<file path="src/rtl/scalar_mult_ctrl.sv">
// -----------------------------------------------------------------------------
// scalar_mult_ctrl
//   Sequencer for ECC scalar multiplication Q = k*P over GF(p), using
//   left-to-right double-and-add. It drives one point-doubling unit and one
//   point-addition unit through their reset/result/infinity handshakes.
//   The point at infinity is tracked locally and is never handed to a unit.
//
// Ports
//   clk, reset                : clock, synchronous active-high reset
//   start                     : request pulse, accepted only when idle
//   k, p, a, xp, yp           : scalar, modulus, curve coefficient, base point
//   unit_p, unit_a            : latched p and a, shared by both units
//   dbl_reset                 : doubler reset (high = hold/restart)
//   dbl_x1, dbl_y1            : doubler operand (current Q)
//   dbl_x3, dbl_y3            : doubler result
//   dbl_result, dbl_infinity  : doubler result valid / result is infinity
//   add_reset                 : adder reset (high = hold/restart)
//   add_x1, add_y1            : adder operand 1 (current Q)
//   add_x2, add_y2            : adder operand 2 (latched P)
//   add_x3, add_y3            : adder result
//   add_result, add_infinity  : adder result valid / result is infinity
//   xq, yq, q_infinity        : final result, held until the next run ends
//   busy                      : high from accepted start until done
//   done                      : one-cycle pulse when the result is valid
//   error                     : unit timeout seen; cleared on the next start
// -----------------------------------------------------------------------------
module scalar_mult_ctrl #(
  parameter int n       = 10,
  parameter int TIMEOUT = 4096
) (
  input  logic         clk,
  input  logic         reset,
  input  logic         start,
  input  logic [n-1:0] k,
  input  logic [n-1:0] p,
  input  logic [n-1:0] a,
  input  logic [n-1:0] xp,
  input  logic [n-1:0] yp,
  output logic [n-1:0] unit_p,
  output logic [n-1:0] unit_a,
  output logic         dbl_reset,
  output logic [n-1:0] dbl_x1,
  output logic [n-1:0] dbl_y1,
  input  logic [n-1:0] dbl_x3,
  input  logic [n-1:0] dbl_y3,
  input  logic         dbl_result,
  input  logic         dbl_infinity,
  output logic         add_reset,
  output logic [n-1:0] add_x1,
  output logic [n-1:0] add_y1,
  output logic [n-1:0] add_x2,
  output logic [n-1:0] add_y2,
  input  logic [n-1:0] add_x3,
  input  logic [n-1:0] add_y3,
  input  logic         add_result,
  input  logic         add_infinity,
  output logic [n-1:0] xq,
  output logic [n-1:0] yq,
  output logic         q_infinity,
  output logic         busy,
  output logic         done,
  output logic         error
);

  localparam int IW = (n > 1) ? $clog2(n) : 1;
  localparam int CW = $clog2(TIMEOUT + 1);

  typedef enum logic [3:0] {
    IDLE, SCAN, DBL_RST, DBL_WAIT, DBL_CAP, ADD_RST, ADD_WAIT, ADD_CAP, FIN
  } state_t;

  state_t         r_state, w_next_state;
  logic [n-1:0]   r_k, r_p, r_a, r_px, r_py;
  logic [n-1:0]   r_qx, r_qy;
  logic           r_qinf;
  logic [IW-1:0]  r_idx;
  logic [CW-1:0]  r_wdog;
  logic [n-1:0]   r_xq, r_yq;
  logic           r_q_inf_out;
  logic           r_error;

  logic [n-1:0]   w_qx_nxt, w_qy_nxt;
  logic           w_qinf_nxt;
  logic           w_bit_done;
  logic           w_timeout;
  logic           w_kbit;
  logic           w_wdog_last;

  assign w_kbit      = r_k[r_idx];
  assign w_wdog_last = (r_wdog == CW'(TIMEOUT - 1));

  // NOTE: every signal written here gets a default first, so no path through
  // the case statement can leave one unassigned and infer a latch.
  always_comb begin
    w_next_state = r_state;
    w_qx_nxt     = r_qx;
    w_qy_nxt     = r_qy;
    w_qinf_nxt   = r_qinf;
    w_bit_done   = 1'b0;
    w_timeout    = 1'b0;

    case (r_state)
      IDLE: if (start) w_next_state = SCAN;

      // While Q is infinity the doubling is a no-op, so leading zeros cost one
      // cycle each and the first set bit simply loads Q = P.
      SCAN: begin
        if (r_qinf) begin
          if (w_kbit) begin
            w_qx_nxt   = r_px;
            w_qy_nxt   = r_py;
            w_qinf_nxt = 1'b0;
          end
          w_bit_done = 1'b1;
        end else begin
          w_next_state = DBL_RST;
        end
      end

      DBL_RST: w_next_state = DBL_WAIT;

      DBL_WAIT: begin
        if (dbl_result || dbl_infinity) w_next_state = DBL_CAP;
        else if (w_wdog_last)           w_timeout    = 1'b1;
      end

      DBL_CAP: begin
        w_qx_nxt   = dbl_infinity ? '0 : dbl_x3;
        w_qy_nxt   = dbl_infinity ? '0 : dbl_y3;
        w_qinf_nxt = dbl_infinity;
        if (w_kbit && !dbl_infinity) begin
          w_next_state = ADD_RST;
        end else begin
          // Infinity + P is P; the adder is never given infinity.
          if (w_kbit) begin
            w_qx_nxt   = r_px;
            w_qy_nxt   = r_py;
            w_qinf_nxt = 1'b0;
          end
          w_bit_done = 1'b1;
        end
      end

      ADD_RST: w_next_state = ADD_WAIT;

      ADD_WAIT: begin
        if (add_result || add_infinity) w_next_state = ADD_CAP;
        else if (w_wdog_last)           w_timeout    = 1'b1;
      end

      ADD_CAP: begin
        w_qx_nxt   = add_infinity ? '0 : add_x3;
        w_qy_nxt   = add_infinity ? '0 : add_y3;
        w_qinf_nxt = add_infinity;
        w_bit_done = 1'b1;
      end

      FIN: w_next_state = IDLE;

      default: w_next_state = IDLE;
    endcase

    if (w_timeout) begin
      w_qx_nxt     = '0;
      w_qy_nxt     = '0;
      w_qinf_nxt   = 1'b1;
      w_next_state = FIN;
    end

    if (w_bit_done) w_next_state = (r_idx == '0) ? FIN : SCAN;
  end

  // NOTE: sequential state uses non-blocking assignments so every register
  // samples the pre-edge values, independent of statement order.
  always_ff @(posedge clk) begin
    if (reset) r_state <= IDLE;
    else       r_state <= w_next_state;
  end

  always_ff @(posedge clk) begin
    if (reset) begin
      r_k         <= '0;
      r_p         <= '0;
      r_a         <= '0;
      r_px        <= '0;
      r_py        <= '0;
      r_qx        <= '0;
      r_qy        <= '0;
      r_qinf      <= 1'b1;
      r_idx       <= '0;
      r_wdog      <= '0;
      r_xq        <= '0;
      r_yq        <= '0;
      r_q_inf_out <= 1'b1;
      r_error     <= 1'b0;
    end else begin
      if (r_state == IDLE && start) begin
        r_k     <= k;
        r_p     <= p;
        r_a     <= a;
        r_px    <= xp;
        r_py    <= yp;
        r_qx    <= '0;
        r_qy    <= '0;
        r_qinf  <= 1'b1;
        r_idx   <= IW'(n - 1);
        r_error <= 1'b0;
      end else begin
        r_qx   <= w_qx_nxt;
        r_qy   <= w_qy_nxt;
        r_qinf <= w_qinf_nxt;
        if (w_bit_done && r_idx != '0) r_idx <= r_idx - IW'(1);
      end

      // Watchdog restarts for every unit operation and only runs while waiting.
      if (r_state == DBL_RST || r_state == ADD_RST)
        r_wdog <= '0;
      else if (r_state == DBL_WAIT || r_state == ADD_WAIT)
        r_wdog <= r_wdog + CW'(1);

      if (w_timeout) r_error <= 1'b1;

      // Result registers load on the way into FIN so they are valid with done.
      if (w_next_state == FIN) begin
        r_xq        <= w_qinf_nxt ? '0 : w_qx_nxt;
        r_yq        <= w_qinf_nxt ? '0 : w_qy_nxt;
        r_q_inf_out <= w_qinf_nxt;
      end
    end
  end

  assign unit_p     = r_p;
  assign unit_a     = r_a;
  assign dbl_x1     = r_qx;
  assign dbl_y1     = r_qy;
  assign add_x1     = r_qx;
  assign add_y1     = r_qy;
  assign add_x2     = r_px;
  assign add_y2     = r_py;
  assign dbl_reset  = !(r_state == DBL_WAIT || r_state == DBL_CAP);
  assign add_reset  = !(r_state == ADD_WAIT || r_state == ADD_CAP);
  assign busy       = (r_state != IDLE) && (r_state != FIN);
  assign done       = (r_state == FIN);
  assign xq         = r_xq;
  assign yq         = r_yq;
  assign q_infinity = r_q_inf_out;
  assign error      = r_error;

endmodule
</file>
<file path="config.mk">
export PLATFORM = sky130hd
export DESIGN_NAME = scalar_mult_ctrl
export DESIGN_NICKNAME = d
export VERILOG_FILES = /design/src/rtl/scalar_mult_ctrl.sv
export SDC_FILE = /design/constraint.sdc
export NUM_CORES = 1
export LEC_CHECK = 0
export BUFFER_PORTS_ARGS = -buffer_cell sky130_fd_sc_hd__clkbuf_2
export CAP_MARGIN = 20
export CORE_MARGIN = 5
export CORE_UTILIZATION = 44
export CTS_BUF_LIST = sky130_fd_sc_hd__clkbuf_4 sky130_fd_sc_hd__clkbuf_8 sky130_fd_sc_hd__clkbuf_16
export DETAILED_ROUTE_END_ITERATION = 8
export PLACE_DENSITY = 0.78
export SKIP_CTS_REPAIR_TIMING = 1
export SYNTH_ARGS = -nofsm -noshare
export SYNTH_HDL_FRONTEND = slang
export SYNTH_SLANG_ARGS = --single-unit
</file>
<file path="constraint.sdc">
create_clock -name clk -period 2.2 [get_ports clk]
set_input_delay 0.66 -clock clk [delete_from_list [all_inputs] [get_ports clk]]
set_output_delay 0.66 -clock clk [all_outputs]
set_load 0.05 [all_outputs]
</file>
==> results of run 1 <==
[area by class of cell]
class | count | area (µm²) | share of cell area (%)
Multi-Input combinational cell | 470 | 2945 | 38.90
Sequential cell | 114 | 2291 | 30.26
Timing Repair Buffer | 257 | 1592 | 21.02
Clock buffer | 19 | 446.7 | 5.900
Tap cell | 147 | 183.9 | 2.429
Clock inverter | 11 | 90.09 | 1.190
Inverter | 6 | 22.52 | 0.2975
[cells in the final DEF (no fill, tap or decap), types with 10 or more instances in the layout]
master     count
clkbuf_2     198
nand2_1      181
dfxtp_1      109
a21oi_1       66
buf_4         39
nor2_1        34
clkbuf_16     19
o2bb2ai_2     15
nor2b_1       12
a22oi_1       11
mux2i_1       11
a222oi_1      10
a31oi_1       10
buf_6         10
[registers in the layout, indices dropped and copies added, names as in the netlist]
signal      cells
add_y1         10
r_state         4
unit_p         10
error           1
add_y2         10
unit_a         10
add_x1         10
add_x2         10
q_infinity      1
yq             10
r_k            10
r_idx           4
r_wdog         13
r_qinf          1
xq             10
[power groups by stage]
stage          clock network [W]  registers, W  logic (W)
6_report                 0.00251       0.00249    0.00320
5_1_grt                  0.00266       0.00252    0.00343
4_1_cts                  0.00255       0.00247    0.00290
3_5_place_dp                   0       0.00251    0.00288
3_3_place_gp                   0       0.00251    0.00285
2_1_floorplan                  0       0.00297    0.00145
[per-layer routing]
metal	up-vias	part of all wire (%)	track usage (%)
met1	2580	42	28.15
li1	2708	-	-
met5	-	0	0
met2	266	47	35.95
met3	33	8.6	6.880
met4	0	2.0	7.659
[Yosys cell counts, types with 3 or more instances]
| cell type | n |
|---|---|
| xnor2_1 | 3 |
| nand4_1 | 6 |
| mux2_2 | 3 |
| dfxtp_1 | 114 |
| and3_1 | 6 |
| a311oi_1 | 3 |
| a31oi_1 | 10 |
| xor2_1 | 9 |
| o21ai_0 | 7 |
| mux2i_1 | 12 |
| a21oi_1 | 67 |
| and2_1 | 4 |
| nor3_1 | 5 |
| clkbuf_1 | 37 |
| a22oi_1 | 11 |
| buf_2 | 9 |
| inv_1 | 6 |
| nor2_1 | 36 |
| a221oi_1 | 10 |
| nor2b_1 | 13 |
| nand2_1 | 181 |
| a222oi_1 | 10 |
| nor3b_1 | 3 |
| nand3_1 | 6 |
| buf_4 | 20 |
| o2bb2ai_1 | 20 |
| a211oi_1 | 5 |
[worst max-delay path by stage]
stage,slack [ns],endpoint,depth (start not counted),startpoint
floorplan,0.04,done,4,r_state[1]
global placement,-0.15,xq[8],7,dbl_infinity
detailed placement,-0.26,xq[8],7,dbl_infinity
CTS,-0.27,dbl_reset,4,r_state[2]
global route,-0.21,xq[0],8,r_idx[1]
finish,-0.14,xq[0],8,r_idx[1]
[stage by stage]
| stage | cells | setup TNS [ns] | worst slack [ns] |
|---|---|---|---|
| after CTS | 1013 | -4.278 | -0.2731 |
| after global placement | 983 | -2.996 | -0.1457 |
| final | 1024 | -2.198 | -0.1401 |
| after global routing | 1024 | -3.706 | -0.2088 |
| after detailed placement | 983 | -5.222 | -0.2639 |
| after floorplan | 659 | 0 | 0.03645 |
[worst max-delay path, stage by stage, from the launching register on]
cell and delay, ns:
dfxtp_2 0.35, mux2_4 0.30, a222oi_1 0.43, buf_4 0.20
nand2_4 0.06, and2_1 0.18, buf_12 0.16, a221oi_1 0.42
o2bb2ai_2 0.10
[cell families after synthesis]
family | count (synthesis) | share of synthesized area, %
fa+ha+maj | 2 | 0.4712
xor+xnor | 12 | 1.979
simple gates | 280 | 23.23
flops | 114 | 42.98
mux | 18 | 3.605
compound gates | 158 | 20.66
buf+inv | 75 | 7.069
==> results.toml, run 1 <==
[run_status]
status = "finished, violations left"
violations = "setup timing"

[critical_path]
r2r_cells = 8
crit_arrival_ns = 2.64
rr_endpoint = "xq[0]"
crit_path_end_kind = "flop"
reg2reg_setup_slack_ns = -0.14
cp_max_fo = 20
worstSetupStartpointType = "flop"
r2r-start = "r_idx[1]"
worstSetupPathType = "flop to flop"
worstPathRequired_ns = 2.50

[sta]
report.final.slew_viol_count = 0
finalCritPeriodShare_pct = 106.4
report.final.hold_viol_count = 0
worstMarginPinSlew_ns = 0.9616
whs_ns = 0.4520
slew_headroom_pct = 35.75
setup_viol = 24
max_freq_ghz = 0.4273
setup_slack_ns = -0.1401
min_period_ns = 2.340
skew_ns = 0.007080
rsz0062_at_grt = "yes"

[global_route]
overflow = 0
antenna_found_initial = 0
grt_first_pass_wirelength_mm = 25.78
grtUsageTotal_pct = 22.24
grt_pass1_vias = 5298
grt_max_degree = 43

[pwr]
power.switching_w = 0.003223
internal-power_w = 0.004982
finalPower_w = 0.008206
p_clk_share_pct = 30.6
combinationalPowerShare_pct = 39.0
seqPwrFrac_pct = 30.3
power_density_mw_per_mm2 = 1084
swShare_pct = 39.28
total_leakage_power_nw = 3.271
vdd_ir_drop_max_mv = 0.6661

[floorplanning]
dieWidth_um = 119.9
die_h_um = 119.9
core.rowCount = 40
die_area_mm2 = 0.01437
start_util_pct = 44.58
core_area_mm2 = 0.01191
io_pins = 203

[worst_hold_path]
worstHoldEndpoint = "unit_a[4]"
worst_hold_startpoint = "unit_a[4]"
hold_class = "flop to flop"
whs_path_depth = 2

[route]
drt_iter0_markers = 488
post_drt_wl_per_cell_um = 16.42
drcViolationCount = 0
wirelength_mm = 16.81
vias = 5587
drt-vias-per-instance = 5.456
drt-pass1-iter-count = 9
ant_nets = 0

[cells_and_area]
diodes = 0
fillerInstances = 1005
area_delta_synth_final_pct = 42.58
fin_util_pct = 63.56
drive_above_1_share_pct = 39.22
final_nets = 965
fin_area_mm2 = 0.007571

[placement]
placement.io_buffers = 202
place_area_mm2 = 0.006631
dp.final_hpwl_mm = 11.31
place_congestion = 0.8181

[yosys]
yosysTopAreaCell = "dfxtp_1"
syn_area_mm2 = 0.005310
synth_top_area_share_pct = 42.98
syn_inst = 659
synth_area_leaders = "dfxtp_1 (43%), nand2_1 (13%), a21oi_1 (6.3%)"
ys_ff_latch = 114
ys.flop_type = "dfxtp_1"
synth_area_per_cell_um2 = 8.058
ys_types = 58
synth-edff-count = 0
async_flop_share_pct = 0
seq_area_frac_synth_pct = 42.98
synthesis.nets = 758
ys_warn_count = 0

[clock_tree]
clk_pin_slew_worst_paths_ns = 0.05
cts_buffers = 17
clk-insertion-delay-late_ns = 0.42
clock_tree.root_cell = "clkbuf_16"
cts_buffer_depth = 2
h-tree-depth = 4
clock-sinks = 114
cts_tree = "yes"

[run]
maxCapViolations = 0
Power figures use the tool's default switching activity.
==> inputs of run 2 (changes only) <==
--- a/config.mk
+++ b/config.mk
@@ -7,6 +7,7 @@
 export LEC_CHECK = 0
 export BUFFER_PORTS_ARGS = -buffer_cell sky130_fd_sc_hd__clkbuf_2
 export CAP_MARGIN = 20
+export CORE_ASPECT_RATIO = 1.4
 export CORE_MARGIN = 5
 export CORE_UTILIZATION = 44
 export CTS_BUF_LIST = sky130_fd_sc_hd__clkbuf_4 sky130_fd_sc_hd__clkbuf_8 sky130_fd_sc_hd__clkbuf_16
==> results.toml, run 2 (synthesis results as in run 1) <==
[sta]
rsz0062_at_grt = "yes"
report.final.slew_viol_count = 0
report.final.hold_viol_count = 0
slew_headroom_pct = 57.04
finalCritPeriodShare_pct = 100.2
setup_tns_ns = -0.004128
worstMarginPinSlew_ns = 0.6430
max_freq_ghz = 0.4537
skew_ns = 0.008902
min_period_ns = 2.204
setup_viol = 1
setup_slack_ns = -0.004128

[critical_path]
crit_family = "simple AND/OR/NAND/NOR gates"
worstSetupStartpointType = "flop"
worstSetupPathType = "flop to output port"
path_buf_inv = 2
r2r-start = "r_idx[0]"
cp-startpoint = "r_state[2]"
crit_arrival_ns = 1.54
cp_max_fo = 7
crit_chain = "buf_6 -> or3_4 -> nor2_4 -> buf_8"
worst_path_largest_cell_delay_ns = 0.39
crit_path_end_kind = "output port"
worstPathRequired_ns = 1.54
crit_slowest_cell = "or3_4"

[cells_and_area]
diodes = 0
fin_area_mm2 = 0.007492
fin_util_pct = 63.39
finalNonFillerCells = 1029
final_cell_mix = "clkbuf_2 (199), nand2_1 (181), dfxtp_1 (107)"
final_nets = 968
largest_register = "r_wdog"
mostFrequentLayoutCell = "clkbuf_2"
drive_above_1_share_pct = 38.21
area_delta_synth_final_pct = 41.09
largest_reg_flops = 13

[global_route]
grtUsageTotal_pct = 22.94
overflow = 0
met1_usage_pct = 25.20
met2_usage_pct = 39.79
grt_pass1_vias = 5372
antenna_found_initial = 1
grt_max_degree = 53
gr-max-usage-layer = "met2"
grt.met3_usage_pct = 5.771
grt_first_pass_wirelength_mm = 26.10

[run_status]
status = "finished, violations left"
violations = "setup timing"

[floorplanning]
die_h_um = 140.0
start_util_pct = 44.92
core.rowCount = 47
core_area_mm2 = 0.01182
dieWidth_um = 102.8
die_area_mm2 = 0.01440
io_pins = 203

[clock_tree]
clock_tree.root_cell = "clkbuf_16"
cts_tree = "yes"
cts_buffers = 17
cts_buffer_depth = 2
clk-insertion-delay-late_ns = 0.41
clock-sinks = 114
h-tree-depth = 4
clk_pin_slew_worst_paths_ns = 0.06

[route]
vias = 5623
drcViolationCount = 0
post_drt_wl_per_cell_um = 16.92
wirelength_mm = 17.42
drt-vias-per-instance = 5.465
drt_iter0_markers = 302
drt-pass1-iter-count = 6
ant_nets = 0

[worst_hold_path]
worst_hold_startpoint = "r_k[2]"
hold_class = "flop to flop"

[placement]
pre_cts_slack_ns = -0.1845
place_congestion = 0.9426
dp.cells = 985
place_area_mm2 = 0.006589
placement.io_buffers = 202
dp.final_hpwl_mm = 12.44

[pwr]
vdd_ir_drop_max_mv = 0.6453
power_density_mw_per_mm2 = 1129
total_leakage_power_nw = 3.248

[run]
maxCapViolations = 0
run 2: metrics by stage:
| stage | hold slack [ns] | total power, W |
|---|---|---|
| final | 0.4525 | 0.008459 |
| after global routing | 0.4633 | 0.008862 |
| after CTS | 0.4534 | 0.008200 |
| after detailed placement | 0.4457 | 0.005278 |
| after global placement | 0.4410 | 0.005252 |
| after floorplan | 0.4322 | 0.004419 |
run 2: worst reg2reg max path: stages (launching register included):
cell and delay, ns:
dfxtp_2 0.35, buf_4 0.16, nor3_1 0.17, a222oi_1 0.12
buf_4 0.16, buf_4 0.13, buf_4 0.12, a31o_2 0.21
buf_4 0.21, a221oi_2 0.34, o2bb2ai_2 0.10
run 2: area by class of cell:
type / count / area (µm²)
multi-input combinational: 470 / 2831
timing repair buffer: 260 / 1529
clock buffer: 19 / 440.4
sequential: 114 / 2298
clock inverter: 13 / 186.4
fill: 1028 / 4328
inverter: 6 / 22.52
tap: 147 / 183.9
run 2: metal layers:
| metal | vias up | part of all wire [%] |
|---|---|---|
| met2 | 269 | 51 |
| met5 | - | 0 |
| met4 | 0 | 3.6 |
| met3 | 49 | 9.0 |
| met1 | 2595 | 36 |
| li1 | 2710 | - |
run 2: path summary, 6_finish.rpt:
path	endpoint	slack (ns)	cells after the start
worst max-delay path	done	-0.004	4
worst min-delay path	r_k[2]	0.45	2
worst max register to register	yq[8]	0.03	10
worst min register to register	r_k[2]	0.45	2
run 2: where the power goes:
part	total [W]	switching [W]	internal, W
Sequential	0.00250	0.000200	0.00230
Clock	0.00291	0.000989	0.00192
Combinational	0.00306	0.00200	0.00105
Total	0.00846	0.00319	0.00527
==> inputs of run 3 (changes only) <==
--- a/config.mk
+++ b/config.mk
@@ -13,6 +13,7 @@
 export CTS_BUF_LIST = sky130_fd_sc_hd__clkbuf_4 sky130_fd_sc_hd__clkbuf_8 sky130_fd_sc_hd__clkbuf_16
 export DETAILED_ROUTE_END_ITERATION = 8
 export PLACE_DENSITY = 0.78
+export SETUP_SLACK_MARGIN = 0.05
 export SKIP_CTS_REPAIR_TIMING = 1
 export SYNTH_ARGS = -nofsm -noshare
 export SYNTH_HDL_FRONTEND = slang
==> results.toml, run 3 (synthesis results as in run 1) <==
[global_route]
grtUsageTotal_pct = 23.00
overflow = 0
grt_first_pass_wirelength_mm = 26.52
grt_max_degree = 45
grt_pass1_vias = 5317
antenna_found_initial = 0

[route]
drcViolationCount = 1
drt_iter0_markers = 244
vias = 5705
drt-vias-per-instance = 5.517
wirelength_mm = 17.88
post_drt_wl_per_cell_um = 17.29
drt-pass1-iter-count = 8
ant_nets = 0

[clock_tree]
h-tree-depth = 4
cts_tree = "yes"
clock_tree.root_cell = "clkbuf_16"
clock-sinks = 114
cts_buffer_depth = 2
clk_pin_slew_worst_paths_ns = 0.06
clk-insertion-delay-late_ns = 0.41
cts_buffers = 17

[floorplanning]
core_area_mm2 = 0.01182
die_area_mm2 = 0.01440
dieWidth_um = 102.8
die_h_um = 140.0
io_pins = 203
start_util_pct = 44.92
core.rowCount = 47

[cells_and_area]
final_cell_mix = "clkbuf_2 (198), nand2_1 (181), dfxtp_1 (107)"
largest_register = "r_wdog"
mostFrequentLayoutCell = "clkbuf_2"
drive_above_1_share_pct = 40.70
largest_reg_flops = 13
diodes = 0
final_nets = 973
area_delta_synth_final_pct = 45.95

[critical_path]
cpMostUsedCell = "buf_6"
path_buf_inv = 4
crit_path_end_kind = "flop"
crit_family = "buffers and inverters"
reg2reg_setup_slack_ns = -0.08
crit_arrival_ns = 2.62
worst_path_largest_cell_delay_ns = 0.37
crit_slowest_cell = "dfxtp_4"
worstSetupStartpointType = "flop"
cp_max_fo = 7
worstPathRequired_ns = 2.54
worstSetupPathType = "flop to flop"
crit_chain = "mux2_4 -> a222oi_1 -> buf_4 -> nand2_4 -> o21ai_4 -> buf_6 -> nand4_1 -> buf_6 -> buf_8 -> o2bb2ai_2"

[pwr]
vdd_ir_drop_max_mv = 0.6237
total_leakage_power_nw = 3.316
power_density_mw_per_mm2 = 1102
finalPower_w = 0.008541

[placement]
dp.final_hpwl_mm = 12.29
pre_cts_slack_ns = -0.2335
place_congestion = 0.8683
placement.io_buffers = 202

[sta]
max_freq_ghz = 0.4383
min_period_ns = 2.282
setup_viol = 21
setup_tns_ns = -1.227
rsz0062_at_grt = "yes"
setup_slack_ns = -0.08173
report.final.slew_viol_count = 0
skew_ns = 0.007484
whs_ns = 0.4519
slew_headroom_pct = 60.73
report.final.hold_viol_count = 0
finalCritPeriodShare_pct = 103.7
worstMarginPinSlew_ns = 0.5878

[run_status]
status = "finished, violations left"
violations = "DRC, setup timing"

[run]
maxCapViolations = 0

[worst_hold_path]
hold_class = "flop to flop"
[run 3: worst min-delay path, stage by stage, from the launching register on]
cell and delay, ns:
dfxtp_1 0.30, nand2_1 0.05, a21oi_1 0.05
[run 3: power breakdown]
group | total (W) | switching [W] | internal (W)
sequential | 0.00250 | 0.000207 | 0.00230
clock | 0.00272 | 0.000984 | 0.00174
combinational | 0.00332 | 0.00213 | 0.00118
[run 3: final timing paths]
kind | startpoint | end | cells after the start
max | r_idx[1] | yq[8] | 10
min | unit_a[0] | unit_a[0] | 2
max reg2reg | r_idx[1] | yq[8] | 10
min reg2reg | unit_a[0] | unit_a[0] | 2
[run 3: final cells by class]
| class | count | area (µm²) |
|---|---|---|
| well taps | 147 | 183.9 |
| multi-input cells | 471 | 3014 |
| inverters | 6 | 22.52 |
| flip-flops and latches | 114 | 2301 |
| clock buffers | 20 | 460.4 |
| repair buffers | 264 | 1635 |
| clock inverters | 12 | 132.6 |
| fillers | 977 | 4070 |
[run 3: metrics by stage]
stage          instances  area [µm²]  util, %
6_report            1034        7750    65.57
5_1_grt             1034        7750    65.57
4_1_cts             1017        7236    61.22
3_5_place_dp         985        6643    56.20
3_3_place_gp         985        6643    56.20
2_1_floorplan        659        5343        -
[run 3: layer usage]
layer  global-route usage (%)  share of wire, %  up-vias
li1                         -                 -     2724
met1                    26.78                37     2663
met2                    40.37                52      275
met3                    5.423               8.8       43
met4                    8.254               2.3        0
met5                        0                 0        -
